==> config.mk <==
export PLATFORM = sky130hd
export DESIGN_NAME = combo_tracker
export DESIGN_NICKNAME = d
export VERILOG_FILES = /design/src/rtl/combo_tracker.sv
export SDC_FILE = /design/constraint.sdc
export NUM_CORES = 1
export LEC_CHECK = 0
export CAP_MARGIN = 20
export CORE_MARGIN = 3
export CORE_UTILIZATION = 59
export DETAILED_ROUTE_END_ITERATION = 6
export GPL_TIMING_DRIVEN = 0
export PLACE_DENSITY_LB_ADDON = 0.05
export SYNTH_ARGS = -nofsm -noshare
export SYNTH_HDL_FRONTEND = slang
export SYNTH_SLANG_ARGS = --single-unit
export TNS_END_PERCENT = 10
==> constraint.sdc <==
create_clock -name clk -period 14.5 [get_ports clk]
set_clock_uncertainty 0.1 [all_clocks]
set_input_delay 2.9 -clock clk [delete_from_list [all_inputs] [get_ports clk]]
set_output_delay 2.9 -clock clk [all_outputs]
set_load 0.05 [all_outputs]
==> src/rtl/combo_tracker.sv <==
// Combo tracker: BCD current/max combo, full-combo and all-perfect flags from per-lane judgements.
// Latency: combo/flags 1 cycle after accum_now, max combo 2 cycles; optional milestone pulse via COMBO_MILESTONE_EN.
// Backpressure: none; a strobe every cycle is accepted, the max stage pipelines behind the combo stage.
module combo_tracker #(
   parameter int DIGITS    = 4,
   parameter int MILESTONE = 50
) (
   input  logic                  clk,
   input  logic                  rst,
   input  logic                  accum_now,
   input  logic [1:0]            result_up,
   input  logic [1:0]            result_down,
   output logic [4*DIGITS-1:0]   combo_bcd,
   output logic [4*DIGITS-1:0]   max_combo_bcd,
   output logic                  combo_valid,
   output logic                  full_combo,
   output logic                  all_perfect,
   output logic                  milestone
);

   localparam int W = 4 * DIGITS;
   localparam logic [W-1:0] ALL_NINES = {DIGITS{4'h9}};

   // Judgement codes; 2'b11 is NO_NOTE and contributes nothing.
   localparam logic [1:0] PERFECT = 2'b00;
   localparam logic [1:0] GOOD    = 2'b01;
   localparam logic [1:0] MISS    = 2'b10;

   typedef enum logic [1:0] {IDLE, CLEAN, BROKEN} state_t;

   state_t         state_q, state_d;
   logic           perfect_q, perfect_d;
   logic [W-1:0]   combo_q, combo_d, combo_sum, max_q;
   logic           valid_q;
   logic           up_hit, dn_hit, miss, good;
   logic [1:0]     hits;
   logic [1:0]     carry;
   logic [4:0]     dsum, dsum_adj;

   // Per-strobe lane summary
   assign up_hit = (result_up == PERFECT) || (result_up == GOOD);
   assign dn_hit = (result_down == PERFECT) || (result_down == GOOD);
   assign hits   = {1'b0, up_hit} + {1'b0, dn_hit};
   assign miss   = (result_up == MISS) || (result_down == MISS);
   assign good   = (result_up == GOOD) || (result_down == GOOD);

   // BCD add of hits with per-digit carry; a carry out of the top digit saturates at all-9s
   always_comb begin
      combo_sum = '0;
      carry     = hits;
      dsum      = '0;
      dsum_adj  = '0;
      for (int d = 0; d < DIGITS; d++) begin
         dsum     = {1'b0, combo_q[4*d +: 4]} + {3'b000, carry};
         dsum_adj = dsum - 5'd10;
         if (dsum > 5'd9) begin
            combo_sum[4*d +: 4] = dsum_adj[3:0];
            carry               = 2'd1;
         end else begin
            combo_sum[4*d +: 4] = dsum[3:0];
            carry               = 2'd0;
         end
      end
      if (carry != 2'd0) begin
         combo_sum = ALL_NINES;
      end
   end

   // Next combo: a miss wins over any hit in the same strobe
   always_comb begin
      combo_d = combo_q;
      if (miss) begin
         combo_d = '0;
      end else if (hits != 2'd0) begin
         combo_d = combo_sum;
      end
   end

   // Combo register, update pulse, and max stage one cycle behind.
   // Unsigned compare of packed BCD equals a digit-wise MSD-first compare.
   always_ff @(posedge clk) begin
      if (rst) begin
         combo_q <= '0;
         valid_q <= 1'b0;
         max_q   <= '0;
      end else begin
         valid_q <= accum_now;
         if (accum_now) begin
            combo_q <= combo_d;
         end
         if (valid_q && (combo_q > max_q)) begin
            max_q <= combo_q;
         end
      end
   end

   // FSM state register with sticky perfect flag
   always_ff @(posedge clk) begin
      if (rst) begin
         state_q   <= IDLE;
         perfect_q <= 1'b0;
      end else begin
         state_q   <= state_d;
         perfect_q <= perfect_d;
      end
   end

   // FSM next state: BROKEN is terminal, all-NO_NOTE strobes hold state
   always_comb begin
      state_d   = state_q;
      perfect_d = perfect_q;
      if (accum_now) begin
         case (state_q)
            IDLE: begin
               if (miss) begin
                  state_d   = BROKEN;
                  perfect_d = 1'b0;
               end else if (hits != 2'd0) begin
                  state_d   = CLEAN;
                  perfect_d = !good;
               end
            end
            CLEAN: begin
               if (miss) begin
                  state_d   = BROKEN;
                  perfect_d = 1'b0;
               end else if (good) begin
                  perfect_d = 1'b0;
               end
            end
            default: begin
               state_d   = state_q;
               perfect_d = perfect_q;
            end
         endcase
      end
   end

   assign combo_bcd     = combo_q;
   assign max_combo_bcd = max_q;
   assign combo_valid   = valid_q;
   assign full_combo    = (state_q == CLEAN);
   assign all_perfect   = (state_q == CLEAN) && perfect_q;

`ifdef COMBO_MILESTONE_EN
   localparam int CW = $clog2(MILESTONE + 2);

   logic [CW-1:0] mcnt_q, mcnt_d;
   logic [CW:0]   msum;
   logic          mile_d, mile_q;

   // Mod-MILESTONE shadow of the combo; a +2 step over a boundary still fires
   always_comb begin
      mcnt_d = mcnt_q;
      mile_d = 1'b0;
      msum   = {1'b0, mcnt_q} + (CW+1)'(hits);
      if (miss) begin
         mcnt_d = '0;
      end else if ((hits != 2'd0) && (combo_q != ALL_NINES)) begin
         if (msum >= (CW+1)'(MILESTONE)) begin
            mcnt_d = CW'(msum - (CW+1)'(MILESTONE));
            mile_d = 1'b1;
         end else begin
            mcnt_d = msum[CW-1:0];
         end
      end
   end

   // Milestone counter and pulse, aligned with combo_valid
   always_ff @(posedge clk) begin
      if (rst) begin
         mcnt_q <= '0;
         mile_q <= 1'b0;
      end else begin
         mile_q <= accum_now && mile_d;
         if (accum_now) begin
            mcnt_q <= mcnt_d;
         end
      end
   end

   assign milestone = mile_q;
`else
   assign milestone = 1'b0;
`endif

endmodule

* Word level (Yosys, flattened, before mapping)
Cells that the tools add are included.
** Word-level totals
- Register bits after elaboration :: 36
- Input port bits :: 7
- Output and inout port bits :: 36
- Logic and storage cells :: 64
** Operators by class
- Add/sub/neg operators :: 9
- Order comparisons :: 5
- Eq/ne operators :: 8
- Mux-type cells :: 20
- Reductions and logical operators :: 17
** Operator list (number)
- $mux W16 :: 3
- $gt A5 B4 Y1 const B :: 4
- $gt A16 B16 Y1 :: 1
- $mux W4 :: 4
- $sub A4 B4 Y4 const B :: 4
- $add A4 B1 Y5 :: 3
- $mux W1 :: 8
- $reduce_and A4 Y1 :: 2
- $reduce_bool A2 Y1 :: 4
- $eq A2 B1 Y1 const B :: 3
- $logic_not A2 Y1 :: 3
- $mux W2 :: 3
- $add A4 B2 Y5 :: 1
- $eq A2 B2 Y1 const B :: 2
- $logic_or A1 B1 Y1 :: 4
- $pmux W2 S2 :: 1
- $ne A3 B1 Y1 const B :: 1
- $ne A3 B3 Y1 const B :: 1
- $add A1 B1 Y2 :: 1
- $logic_and A1 B1 Y1 :: 2
- $ne A2 B1 Y1 const B :: 1
- $pmux W1 S2 :: 1
- $reduce_and A2 Y1 :: 1
- $logic_not A1 Y1 :: 1

* Longest topological paths before layout
- Word-level depth :: 19
- Mapped depth :: 29
- Mapped depth without buffers :: 25

* Worst setup path before layout
Ideal clock, no wire load.
- Kind :: input to register
- Start point :: input result_up[1]
- End point :: register combo_q[2], in the netlist combo_bcd[2]
- Library setup time :: 0.088 ns
- Data arrival time :: 8.056 ns
- Required time :: 14.312 ns
- Setup slack :: 6.256 ns
- Stages :: 27
- Path buffers :: 4
- Cells stage by stage :: clkbuf_1 -> ha_1 -> ha_1 -> inv_1 -> fa_1 -> clkbuf_1 -> nand2_1 -> a21oi_1 -> nor2_1 -> ha_1 -> ha_1 -> clkbuf_1 -> o21a_1 -> o22a_1 -> ha_1 -> ha_1 -> clkbuf_1 -> inv_1 -> a31oi_1 -> o22a_1 -> ha_1 -> ha_1 -> nand2b_1 -> a31oi_1 -> o31ai_2 -> or3_1 -> o32ai_2
** On the way
- Cells in the longest elaborated chain, start to end :: 19
- Elaborated cells on any way between the ends :: 27
- Those cells by class :: add/sub (6); order compare (4); eq/ne (2); mux (8); reduce/logical (7)
** RTL lines
- start: declaration :: line 11 : input logic [1:0] result_up,
- $eq A2 B1 Y1 or $logic_not A2 Y1 (tied branches) :: line 41 : assign up_hit = (result_up == PERFECT) || (result_up == GOOD);
- $logic_or A1 B1 Y1 :: line 41
- $add A1 B1 Y2 :: line 43 : assign hits = {1'b0, up_hit} + {1'b0, dn_hit};
- $add A4 B2 Y5 :: line 54 : dsum = {1'b0, combo_q[4*d +: 4]} + {3'b000, carry};
- $gt A5 B4 Y1 :: line 56 : if (dsum > 5'd9) begin
- $mux W1 :: line 56
- $add A4 B1 Y5 :: line 54
- $gt A5 B4 Y1 :: line 56
- [... 3 more ...]
- $mux W1 :: line 56
- $add A4 B1 Y5 :: line 54
- $gt A5 B4 Y1 :: line 56
- $mux W1 :: line 56
- $reduce_bool A2 Y1 :: line 64 : if (carry != 2'd0) begin
- $mux W16 :: line 64
- $mux W16 :: line 74 : end else if (hits != 2'd0) begin
- $mux W16 :: line 72 : if (miss) begin
- end signal: assignment :: line 89 : combo_q <= combo_d;
- end: declaration :: line 33 : logic [W-1:0] combo_q, combo_d, combo_sum, max_q;
Parallel ways exist; a longest one is shown, timed or not. The select of a mux whose other input is x is not followed.
A chain may end at the register's enable or synchronous reset.

* Worst setup path in the final report
- Start point :: input result_down[1]
- End point :: register combo_q[14], in the netlist combo_bcd[14]
** On the way
- Cells in the longest elaborated chain, start to end :: 19
- Elaborated cells on any way between the ends :: 27
- Those cells by class :: add/sub (6); order compare (4); eq/ne (2); mux (8); reduce/logical (7)
** RTL lines
- start: declaration :: line 12 : input logic [1:0] result_down,
- $eq A2 B1 Y1 or $logic_not A2 Y1 (tied branches) :: line 42 : assign dn_hit = (result_down == PERFECT) || (result_down == GOOD);
- $logic_or A1 B1 Y1 :: line 42
- $add A1 B1 Y2 :: line 43
- $add A4 B2 Y5 :: line 54
- $gt A5 B4 Y1 :: line 56
- $mux W1 :: line 56
- $add A4 B1 Y5 :: line 54
- $gt A5 B4 Y1 :: line 56
- [... 3 more ...]
- $mux W1 :: line 56
- $add A4 B1 Y5 :: line 54
- $gt A5 B4 Y1 :: line 56
- $mux W1 :: line 56
- $reduce_bool A2 Y1 :: line 64
- $mux W16 :: line 64
- $mux W16 :: line 74
- $mux W16 :: line 72
Parallel ways exist; a longest one is shown, timed or not. The select of a mux whose other input is x is not followed.

==> metrics.md <==
| Metric | Value |
|---|---|
| Chip width | `74.2 um` |
| Synthesized flop and latch total | `36` |
| Drt pass-1 iters | `5` |
| Multi-input logic area | `1800 sq um` |
| PD cells | `roughly 62 nW/um^2` |
| Fmax | `roughly 110 MHz` |
| Minimum clock period | `9.24 ns` |
| CTS root buffer | `clkbuf_8` |
| Worst endpoint required time | `14.59 ns` |
| Vias | `2600` |
| Nets | `~430` |
| H-tree depth | `2` |
| P_leak | `roughly 1.3 nW` |
| CP startpoint kind | `input port` |
| Switching portion of total power | `0.258` |
| Gr busiest metal | `met2` |
| Final Instance Count excl. Fillers | `roughly 440` |
| Largest net degree at the start of global routing | `11` |
| Worst-Margin Slew | `roughly 0.85 ns` |
| # Post-CTS Setup Buffers | `0` |
| Critical path capture point type | `flip-flop` |
| Initial antenna violation count | `0` |
| RePlAce Congestion | `0.938` |
| GRT overflow | `0` |
| NetSw | `about 53 uW` |
| Hold Buf Count CTS | `0` |
| Reg2Reg Setup Slack | `8.23 ns` |
| GR Util met2 | `0.429` |
| Register area share after synthesis | `0.262` |
| Post-synth EDFFs | `0` |
| Ys flop type | `dfxtp_1` |
| Vias in the first global route | `between 2000 and 2500` |
| Drt drc | `0` |
| Hold Vio Cnt, Final | `0` |
| CP max-delay cell | `o31ai_2` |
| Synthesized Nets | `about 380` |
| Vias per cell | `5.90` |
| Std-Cell Rows | `24` |
| FILL cells | `368` |
| Post-DR wirelength/cell | `between 10 and 15 um` |
| Sum Neg Setup Slack | `0 ns` |
| Relative slew slack | `0.432` |
| Comb pwr share | `0.129` |
| Start of the worst register-to-register path | `combo_bcd[0]` |
| Crit-path max FO | `9` |
| Power Internal | `roughly 150 uW` |
| Ratio of cells with drive above 1 in the final layout | `0.0488` |
| R2r worst-path depth | `26` |
| Most frequent CP cell | `ha_1` |
| Ys Warns | `0` |
| Starting Density | `0.622` |
| Core area | `approximately 4400 sq um` |
| Area grow syn2layout | `20.8%` |
| Clk pwr share | `0.380` |
| Worst Setup SP | `result_down[1]` |
| Syn Area/Cell | `between 8 and 9 sq um` |
| Top cells by area in the synthesized netlist | `dfxtp_1 26%, ha_1 13%, nand2b_1 8.0%` |
| Dpl cells | `approximately 430` |
| Synth unique cells | `53` |
| CTS Buf Count | `5` |
| Buf+Inv Stages, Crit Path | `8` |
| Post-CTS Resized | `0` |
| Worst min-delay path class | `reg -> reg` |
| Status | `finished clean` |
| Post-synthesis cell count | `between 300 and 400` |
| Dpl hpwl | `4.92 mm` |
| Flop pwr share | `0.491` |
| Max Slew Vio Count | `0` |
| Clk sinks | `36` |
| Max-cap violation count | `0` |
| Crit path depth | `29` |
| Clock latency on the worst-skew pair | `0.29 ns` |
| Netlist Area Pre-Place | `around 2700 sq um` |
| Most area-hungry cell type in the Yosys netlist | `dfxtp_1` |
| Final wirelength | `~6.5 mm` |
| I/O pins | `43` |
| Reg clk slew, reported paths | `0.07 ns` |
| Diodes inserted | `0` |
| Crit Reg-Reg Endpoint | `combo_bcd[14]` |
| Endpoints failing setup | `0` |
| First-pass GRT wire length | `~11 mm` |
| Register area | `721 sq um` |
| Peak VDD IR | `between 0.04 and 0.05 mV` |
| Synth top area share | `0.262` |
| Kind of critical path | `in -> reg` |
| GR Util met1 | `0.329` |
| Crit-path leading delay family | `adder cells` |
| CTS tree | `yes` |
| Worst EP arrival | `~9.3 ns` |
| Slowest cell delay on critical path | `about 0.70 ns` |
| Fin crit share | `0.637` |
| Tot GR Track Use | `0.252` |
| Antenna-violating nets left | `0` |
| PortBufs | `41` |
| CTS max path bufs | `2` |
| Met3 Use GR | `0.0514` |
| Initial DRC count | `142` |
| RSZ-0062 raised after global routing | `no` |
| Post-synth ARST share | `0` |
| Total die area | `around 5500 sq um` |
| Worst setup path end | `combo_bcd[14]` |
| Die height | `roughly 74 um` |
## worst register-to-register path, stage by stage (launching register included)
cell      delay (ns)
dfxtp_1         0.45
ha_1            0.23
inv_1           0.06
fa_1            0.46
clkbuf_1        0.22
a21oi_1         0.17
o21ai_0         0.08
nor2_1          0.16
ha_1            0.22
ha_1            0.15
clkbuf_1        0.29
and2_1          0.24
a21oi_1         0.10
o22a_1          0.21
ha_1            0.22
ha_1            0.28
clkbuf_1        0.26
inv_1           0.15
a31oi_1         0.18
o22a_1          0.16
ha_1            0.19
ha_1            0.23
inv_1           0.07
and3_1          0.21
o31ai_2         0.70
o211ai_1        0.18
and3b_1         0.21
## synth_stat cells (2+ instances only)
cell and number:
xnor2_1 3, dfxtp_1 36, a31oi_1 2, o21ai_0 11, xor2_1 2, nor2_1 15
nand4_1 5, a211o_1 2, nand2_1 25, nand2b_1 35, o22a_1 2, mux2_2 2
nor2b_1 3, nand3_1 8, ha_1 29, nor3_1 3, o21bai_1 3, a221o_1 2
a211oi_1 3, a21oi_1 35, buf_2 2, mux2i_1 16, and3_1 3, clkbuf_1 20
inv_1 30, o21a_1 3, o211ai_1 8, and2_1 4, o31ai_1 5
## power groups by stage
stage	sequential [mW]	combinational [mW]	clock, mW
2_1_floorplan	0.105	0.0172	0
3_3_place_gp	0.103	0.0259	0
3_5_place_dp	0.103	0.0263	0
4_1_cts	0.101	0.0266	0.0791
5_1_grt	0.101	0.0288	0.0835
6_report	0.101	0.0265	0.0781
## cells in the final DEF (no fill, tap or decap), drive strengths merged, types with 3 or more instances in the layout
cell type,n
ha,29
nand4,5
a31oi,3
nor3,3
nand2b,35
a211oi,3
nand3,8
buf,4
o21bai,3
nor2,15
o21ai,11
mux2i,16
nand2,25
o31ai,6
a21oi,35
inv,31
and2,4
clkbuf,27
dfxtp,36
nor2b,3
clkdlybuf4s50,41
xnor2,3
and3,3
o21a,3
o211ai,8
## through the flow
stage	instance area, sq um	setup slack, ns	utilization	total power, mW	hold slack, ns
3_5_place_dp	3220	5.09	0.730	0.130	0.376
6_report	3320	5.26	0.752	0.206	0.382
3_3_place_gp	3220	5.18	0.730	0.129	0.371
2_1_floorplan	2750	6.26	-	0.122	0.354
4_1_cts	3320	5.34	0.752	0.207	0.385
5_1_grt	3320	4.78	0.752	0.213	0.419
## state kept, by name, summed over array words and instances, names as in the netlist
signal,cells
combo_bcd,16
combo_valid,1
max_combo_bcd,16
perfect_q,1
state_q,2
## cells by family (layout without fill, tap and decap cells)
family                     count (synthesis)  after routing  share of synthesized area
adders and majority gates                 30             30                      0.139
AOI/OAI and AO/OA                         90             90                      0.225
and+or+nand+nor                          106            106                      0.208
muxes                                     18             18                     0.0665
other                                      1              1                    0.00137
DFF                                       36             36                      0.262
xor gates and xnor gates                   5              5                     0.0159
buffers and inverters                     55            103                     0.0815
## routing by layer
metal  routed length (um)  vias up
li1                     -     1295
met1                 3010     1210
met2                 3100       86
met3                  347        9
met4                   65        0
met5                    0        -
## how the worst min path moves through the flow
stage	startpoint	to	slack (ns)	cells after the start
6_report	state_q[0]	state_q[0]	0.38	2
5_1_grt	max_combo_bcd[4]	max_combo_bcd[4]	0.42	2
4_1_cts	state_q[0]	state_q[0]	0.38	2
3_5_place_dp	state_q[0]	state_q[0]	0.38	2
3_3_place_gp	max_combo_bcd[14]	max_combo_bcd[14]	0.37	2
2_1_floorplan	state_q[0]	state_q[0]	0.35	2
## final cells by class
cell class | instances | share of cell area
buffer | 24 | 0.0324
clock buffer | 7 | 0.0290
inverter | 31 | 0.0351
multi-input combinational | 250 | 0.543
sequential | 36 | 0.217
tap | 52 | 0.0196
timing repair buffer | 41 | 0.124
Note: power is estimated with default switching activity, not from simulation.
